$ cat config.mk
export PLATFORM = sky130hd
export DESIGN_NAME = ddr_write_packer
export DESIGN_NICKNAME = d
export VERILOG_FILES = /design/src/rtl/cnn_pkg.sv /design/src/rtl/ddr_pack_outreg.sv /design/src/rtl/ddr_write_packer.sv
export SDC_FILE = /design/constraint.sdc
export NUM_CORES = 2
export LEC_CHECK = 0
export BUFFER_PORTS_ARGS = -buffer_cell sky130_fd_sc_hd__buf_2
export CORE_MARGIN = 10
export CORE_UTILIZATION = 37
export CTS_CLUSTER_DIAMETER = 200
export DETAILED_ROUTE_END_ITERATION = 10
export PLACE_DENSITY = 0.58
export SYNTH_ARGS = -nofsm -noshare
export SYNTH_HDL_FRONTEND = slang
export SYNTH_SLANG_ARGS = --single-unit
$ cat constraint.sdc
create_clock -name clk -period 16.1 [get_ports clk]
set_input_delay 4.83 -clock clk [delete_from_list [all_inputs] [get_ports clk]]
set_output_delay 4.83 -clock clk [all_outputs]
set_load 0.02 [all_outputs]
$ cat src/rtl/cnn_pkg.sv
// Shared constants and types for the conv datapath write-back path.
package cnn_pkg;

    localparam int unsigned MAC_BEAT_BYTES = 18;
    localparam int unsigned DDR_WORD_BYTES = 32;

    localparam int unsigned DEF_IN_WIDTH   = MAC_BEAT_BYTES * 8;
    localparam int unsigned DEF_OUT_WIDTH  = DDR_WORD_BYTES * 8;
    localparam int unsigned DEF_ADDR_WIDTH = 32;
    localparam int unsigned DEF_BUF_BYTES  = MAC_BEAT_BYTES + DDR_WORD_BYTES;

    typedef logic [7:0] byte_t;

endpackage

$ cat src/rtl/ddr_pack_outreg.sv
// Output holding register for the DDR write word: loads only when free and holds
// data/address/last stable while the sink stalls.
module ddr_pack_outreg #(
    parameter int unsigned DATA_WIDTH = 256,
    parameter int unsigned ADDR_WIDTH = 32
) (
    input  logic                  clk,
    input  logic                  rstn,
    input  logic                  i_clear,
    input  logic                  i_load,
    input  logic [DATA_WIDTH-1:0] i_data,
    input  logic [ADDR_WIDTH-1:0] i_addr,
    input  logic                  i_last,
    input  logic                  i_ready,
    output logic                  o_free,
    output logic                  o_valid,
    output logic [DATA_WIDTH-1:0] o_data,
    output logic [ADDR_WIDTH-1:0] o_addr,
    output logic                  o_last
);

    logic                  r_valid;
    logic                  r_last;
    logic [DATA_WIDTH-1:0] r_data;
    logic [ADDR_WIDTH-1:0] r_addr;

    assign o_free = !r_valid || i_ready;

    always_ff @(posedge clk or negedge rstn) begin
        if (!rstn) begin
            r_valid <= 1'b0;
            r_last  <= 1'b0;
            r_data  <= '0;
            r_addr  <= '0;
        end else if (i_clear) begin
            r_valid <= 1'b0;
            r_last  <= 1'b0;
        end else if (o_free) begin
            r_valid <= i_load;
            if (i_load) begin
                r_data <= i_data;
                r_addr <= i_addr;
                r_last <= i_last;
            end else begin
                r_last <= 1'b0;
            end
        end
    end

    assign o_valid = r_valid;
    assign o_data  = r_data;
    assign o_addr  = r_addr;
    assign o_last  = r_last;

endmodule

$ cat src/rtl/ddr_write_packer.sv
// Repacks 18-byte MAC result beats into byte-contiguous 32-byte DDR write words,
// little-endian, with per-word byte address and tile-end flush of the residual.
module ddr_write_packer
    import cnn_pkg::*;
#(
    parameter int unsigned IN_WIDTH   = DEF_IN_WIDTH,
    parameter int unsigned OUT_WIDTH  = DEF_OUT_WIDTH,
    parameter int unsigned ADDR_WIDTH = DEF_ADDR_WIDTH,
    parameter int unsigned BUF_BYTES  = DEF_BUF_BYTES
) (
    input  logic                  clk,
    input  logic                  rstn,
    input  logic                  state_rst,
    input  logic [ADDR_WIDTH-1:0] wr_base_addr_in,
    input  logic [IN_WIDTH-1:0]   MAC_data_in,
    input  logic                  MAC_data_valid_in,
    input  logic                  MAC_last_in,
    output logic                  MAC_ready_out,
    output logic [OUT_WIDTH-1:0]  DDR_data_out,
    output logic [ADDR_WIDTH-1:0] DDR_addr_out,
    output logic                  DDR_valid_out,
    output logic                  DDR_last_out,
    input  logic                  DDR_ready_in
);

    localparam int unsigned IN_BYTES  = IN_WIDTH / 8;
    localparam int unsigned OUT_BYTES = OUT_WIDTH / 8;
    localparam int unsigned CNT_W     = $clog2(BUF_BYTES + 1);
    // Largest fill that still has room for a full beat when no word can leave.
    localparam int unsigned READY_MAX = BUF_BYTES - IN_BYTES;

    byte_t                 r_buf [BUF_BYTES];
    logic [CNT_W-1:0]      r_cnt;
    logic                  r_flush;
    logic [ADDR_WIDTH-1:0] r_addr;

    byte_t                 w_buf_d [BUF_BYTES];
    logic [CNT_W-1:0]      w_cnt_d;
    logic [31:0]           w_cnt;
    logic [31:0]           w_rem;
    logic                  w_ready;
    logic                  w_push;
    logic                  w_free;
    logic                  w_pop;
    logic                  w_flush;
    logic                  w_load;
    logic                  w_last;
    logic [OUT_WIDTH-1:0]  w_word;

    assign w_cnt   = 32'(r_cnt);
    assign w_ready = rstn && (w_cnt <= READY_MAX) && !r_flush;
    assign w_push  = MAC_data_valid_in && w_ready;
    assign w_pop   = w_free && (w_cnt >= OUT_BYTES);
    assign w_flush = w_free && r_flush && (w_cnt != 32'd0) && (w_cnt < OUT_BYTES);
    assign w_load  = w_pop || w_flush;
    assign w_last  = w_flush || (w_pop && r_flush && (w_cnt == OUT_BYTES));

    assign MAC_ready_out = w_ready;

    // Bytes above the fill level are padded with zero on a partial flush.
    always_comb begin
        w_word = '0;
        for (int unsigned j = 0; j < OUT_BYTES; j++) begin
            if (j < w_cnt) begin
                w_word[j*8 +: 8] = r_buf[j];
            end
        end
    end

    always_comb begin
        w_buf_d = r_buf;
        w_rem   = w_cnt;
        if (w_pop) begin
            w_rem = w_cnt - OUT_BYTES;
            for (int unsigned j = 0; j < BUF_BYTES - OUT_BYTES; j++) begin
                w_buf_d[j] = r_buf[j + OUT_BYTES];
            end
            for (int unsigned j = BUF_BYTES - OUT_BYTES; j < BUF_BYTES; j++) begin
                w_buf_d[j] = '0;
            end
        end else if (w_flush) begin
            w_rem = 32'd0;
        end
        if (w_push) begin
            for (int unsigned j = 0; j < BUF_BYTES; j++) begin
                if ((j >= w_rem) && (j < w_rem + IN_BYTES)) begin
                    w_buf_d[j] = MAC_data_in[(j - w_rem)*8 +: 8];
                end
            end
        end
        w_cnt_d = CNT_W'(w_rem + (w_push ? IN_BYTES : 32'd0));
    end

    always_ff @(posedge clk or negedge rstn) begin
        if (!rstn) begin
            for (int unsigned j = 0; j < BUF_BYTES; j++) begin
                r_buf[j] <= '0;
            end
            r_cnt   <= '0;
            r_flush <= 1'b0;
            r_addr  <= '0;
        end else if (state_rst) begin
            r_cnt   <= '0;
            r_flush <= 1'b0;
            r_addr  <= wr_base_addr_in;
        end else begin
            r_buf <= w_buf_d;
            r_cnt <= w_cnt_d;
            if (w_push && MAC_last_in) begin
                r_flush <= 1'b1;
            end else if (w_last || (r_flush && w_cnt == 32'd0)) begin
                r_flush <= 1'b0;
            end
            if (w_load) begin
                r_addr <= r_addr + ADDR_WIDTH'(OUT_BYTES);
            end
        end
    end

    ddr_pack_outreg #(
        .DATA_WIDTH (OUT_WIDTH),
        .ADDR_WIDTH (ADDR_WIDTH)
    ) u_outreg (
        .clk     (clk),
        .rstn    (rstn),
        .i_clear (state_rst),
        .i_load  (w_load && !state_rst),
        .i_data  (w_word),
        .i_addr  (r_addr),
        .i_last  (w_last),
        .i_ready (DDR_ready_in),
        .o_free  (w_free),
        .o_valid (DDR_valid_out),
        .o_data  (DDR_data_out),
        .o_addr  (DDR_addr_out),
        .o_last  (DDR_last_out)
    );

endmodule

==> results.cfg <==
[power]
ir_drop_uv = 141
power_density_nw_per_um2 = 209
leakagePower_nw = 24.5
report.power.total_mw = 12.4

[placed_design]
hpwl_um = 238000
io_buffers = 472
gp_congestion = 1.08
dp_cells = 8437
pre_cts_slack_ns = 4.81

[synth]
seq_area_frac_synth = 0.347
synth_warnings = 0
syn_nets = 6685
ys_types = 124
muxShareOfSynthArea = 0.0835
postSynthCellCount = 6473
synth-compound-area-share = 0.302
synthFlopType = dfrtp_1
synth_edf_count = 0
async_reset_ff_frac = 1.00
ys_ff_latch = 729
post_synth.cell_area_avg_sq_um = 8.13
synth_fa_ha_area_frac = 0.00728
synth_top_family_by_area = compound AO/OA/AOI/OAI gates
syn_area_sq_um = 52600
synth-xor-area-share = 0.0224
yosys.area_share.simple = 0.183

[cts]
hold_buffers = 0
cts_tree = built
root_buffer = clkbuf_16
post_cts_buffers = 0
clock-sinks = 729
numCtsBuffers = 80
clk_latency_ns = 0.70
cts.reportedPaths.clkPinSlew_ns = 0.06
htree_levels = 3
cts_resized = 0
clk_path_buf_depth = 3

[floorplan]
die_w_um = 397
die_y_um = 397
die_area_sq_um = 158000
start_util = 0.372
io_pins = 473
core_area_sq_um = 141000
rows = 138

[setup_path]
path_common_cell = ha_1
cp_num_buf_inv = 5
end_kind = flop
crit_path_start_kind = input pin
r2r-start = u_outreg.o_valid$_DFFE_PN0P_
critPathMaxFanout = 38
worstPathRequired_ns = 16.67
cp_top_family = simple AND/OR/NAND/NOR gates
path_cells = buf_2, nand2b_4, nand2_1, clkinv_1, ha_1, buf_4, clkinv_1, ha_1, buf_4, nand4_1, a21oi_2, o21ai_0, ha_1, nor4b_1, nand4_1, a2111oi_4, or4_1, nor2_1, nand3_1, o211ai_1
crit_arrival_ns = 11.60
slowest_delay_ns = 0.95
critPathSlowestCell = nor2_1
crit_start = DDR_ready_in
crit_type = in2reg

[sta]
hold_ws_ns = 0.471
clock.fmax_ghz = 0.0907
worst_pin_slew_ns = 1.58
finalCriticalPeriod_ns = 11.03
fin_setup_tns_ns = 0
skew_ns = 0.0387
rsz0062_at_grt = no
slew_violations = 2
setup_violations = 0
finalCritPeriodShare = 0.685
hold_viol = 0
finalWorstSetupSlack_ns = 5.07
relSlewSlack = -0.0544

[final_layout]
final_nets = 6841
nFillCells = 14539
fin_cells = 8613
final_cell_mix = 1181 x nand2_1, 725 x dfrtp_1, 718 x o21ai_0
drive_gt1_frac = 0.179
multi_input_area_sq_um = 31700
layout.cells.most_common = nand2_1
seq_area_sq_um = 18300
syn_to_final_growth_pct = 12.6

[grt]
antenna_found_initial = 44
grt_overflow_total = 0
grt.total_usage = 0.384
grt_max_degree = 245
grt_pass1_wl_um = 438000
grt_pass1_vias = 55019

[run_status]
status = finished with violations
violations = max-slew violations

[run]
cap_viol_max_count = 0

[detailed_routing]
drc = 0
post_drt_wl_per_cell_um = 37.0
viasPerCell = 6.87
vias = 59203
postRouteAntennaNets = 0
drtIter0Drc = 9364
wirelength_um = 319000
first_pass_iters = 9

[worst_hold_path]
hold_start = u_outreg.o_data[228]$_DFFE_PN0P_
hp-class = reg2reg
-- final timing paths --
check	to	slack (ns)	cells past startpoint
min in group asynchronous	r_addr[9]$_DFFE_PN0N_	4.07	1
worst max-delay path	r_buf[49]$_DFFE_PN0N_	5.07	20
worst min-delay path	u_outreg.o_data[228]$_DFFE_PN0P_	0.47	2
max in group asynchronous	u_outreg.o_data[225]$_DFFE_PN0P_	8.39	5
worst max register to register	r_buf[49]$_DFFE_PN0N_	8.98	19
worst min register to register	u_outreg.o_data[228]$_DFFE_PN0P_	0.47	2
-- where the power goes --
part           switching [mW]  internal, mW
clock network           0.816          1.14
registers               0.395          2.44
logic                    5.56          2.05
-- through the flow --
stage / utilization / instance area [sq um]
after floorplan: - / 52600
after global placement: 0.399 / 56400
after detailed placement: 0.399 / 56400
after CTS: 0.418 / 59100
after global routing: 0.418 / 59200
final: 0.419 / 59200
-- per-layer routing --
layer,track usage,vias to the layer above,share of wire,wire (um)
li1,-,24412,-,-
met4,0.225,46,0.073,23400
met5,0,-,0.00094,301
met2,0.554,4435,0.41,131000
met1,0.475,29134,0.38,120000
met3,0.163,1176,0.14,44200
-- synthesized netlist by cell type, types with 40 or more instances --
cell	count	area (sq um)
o21ai_0	721	3610
o31ai_1	46	345
nor3_1	125	626
mux2i_1	135	1350
a211oi_1	47	353
nor2_1	369	1390
a22oi_1	109	818
nand3_1	163	816
o22ai_1	141	882
dfrtp_1	729	18200
o211ai_1	104	781
a32oi_1	40	350
clkbuf_1	304	1140
o221ai_1	75	657
nand2b_1	48	300
a21o_1	47	353
nand4_1	48	300
buf_2	161	806
nand2_1	1183	4440
inv_1	57	214
xnor2_1	100	876
a21oi_1	459	2300
mux2_2	132	1490
mux4_2	69	1550
a31oi_1	145	907
buf_1	56	210
-- final cells by class --
class / count / area share
Antenna cell: 31 / 0.00131
Clock buffer: 111 / 0.0383
Clock inverter: 34 / 0.00826
Inverter: 70 / 0.00448
Multi-Input combinational cell: 5097 / 0.536
Sequential cell: 729 / 0.308
Tap cell: 1890 / 0.0399
Timing Repair Buffer: 651 / 0.0634
-- state kept, by name, indices dropped and copies added, names as in the netlist --
| signal | count |
|---|---|
| r_buf | 400 |
| u_outreg.o_data | 256 |
| r_addr | 32 |
| u_outreg.o_addr | 32 |
| r_cnt | 6 |
| r_flush | 1 |
| u_outreg.o_last | 1 |
| u_outreg.o_valid | 1 |
-- cell families after synthesis --
family | count (synthesis)
fa+ha+maj | 30
simple gates | 2181
flops | 729
mux | 336
buf+inv | 647
xor+xnor | 127
compound gates | 2423
-- tightest hold or removal path, stage by stage (launching register included) --
cell     delay (ns)
dfrtp_1        0.33
nand2_1        0.05
o21ai_0        0.06
Note: power is estimated with default switching activity, not from simulation.
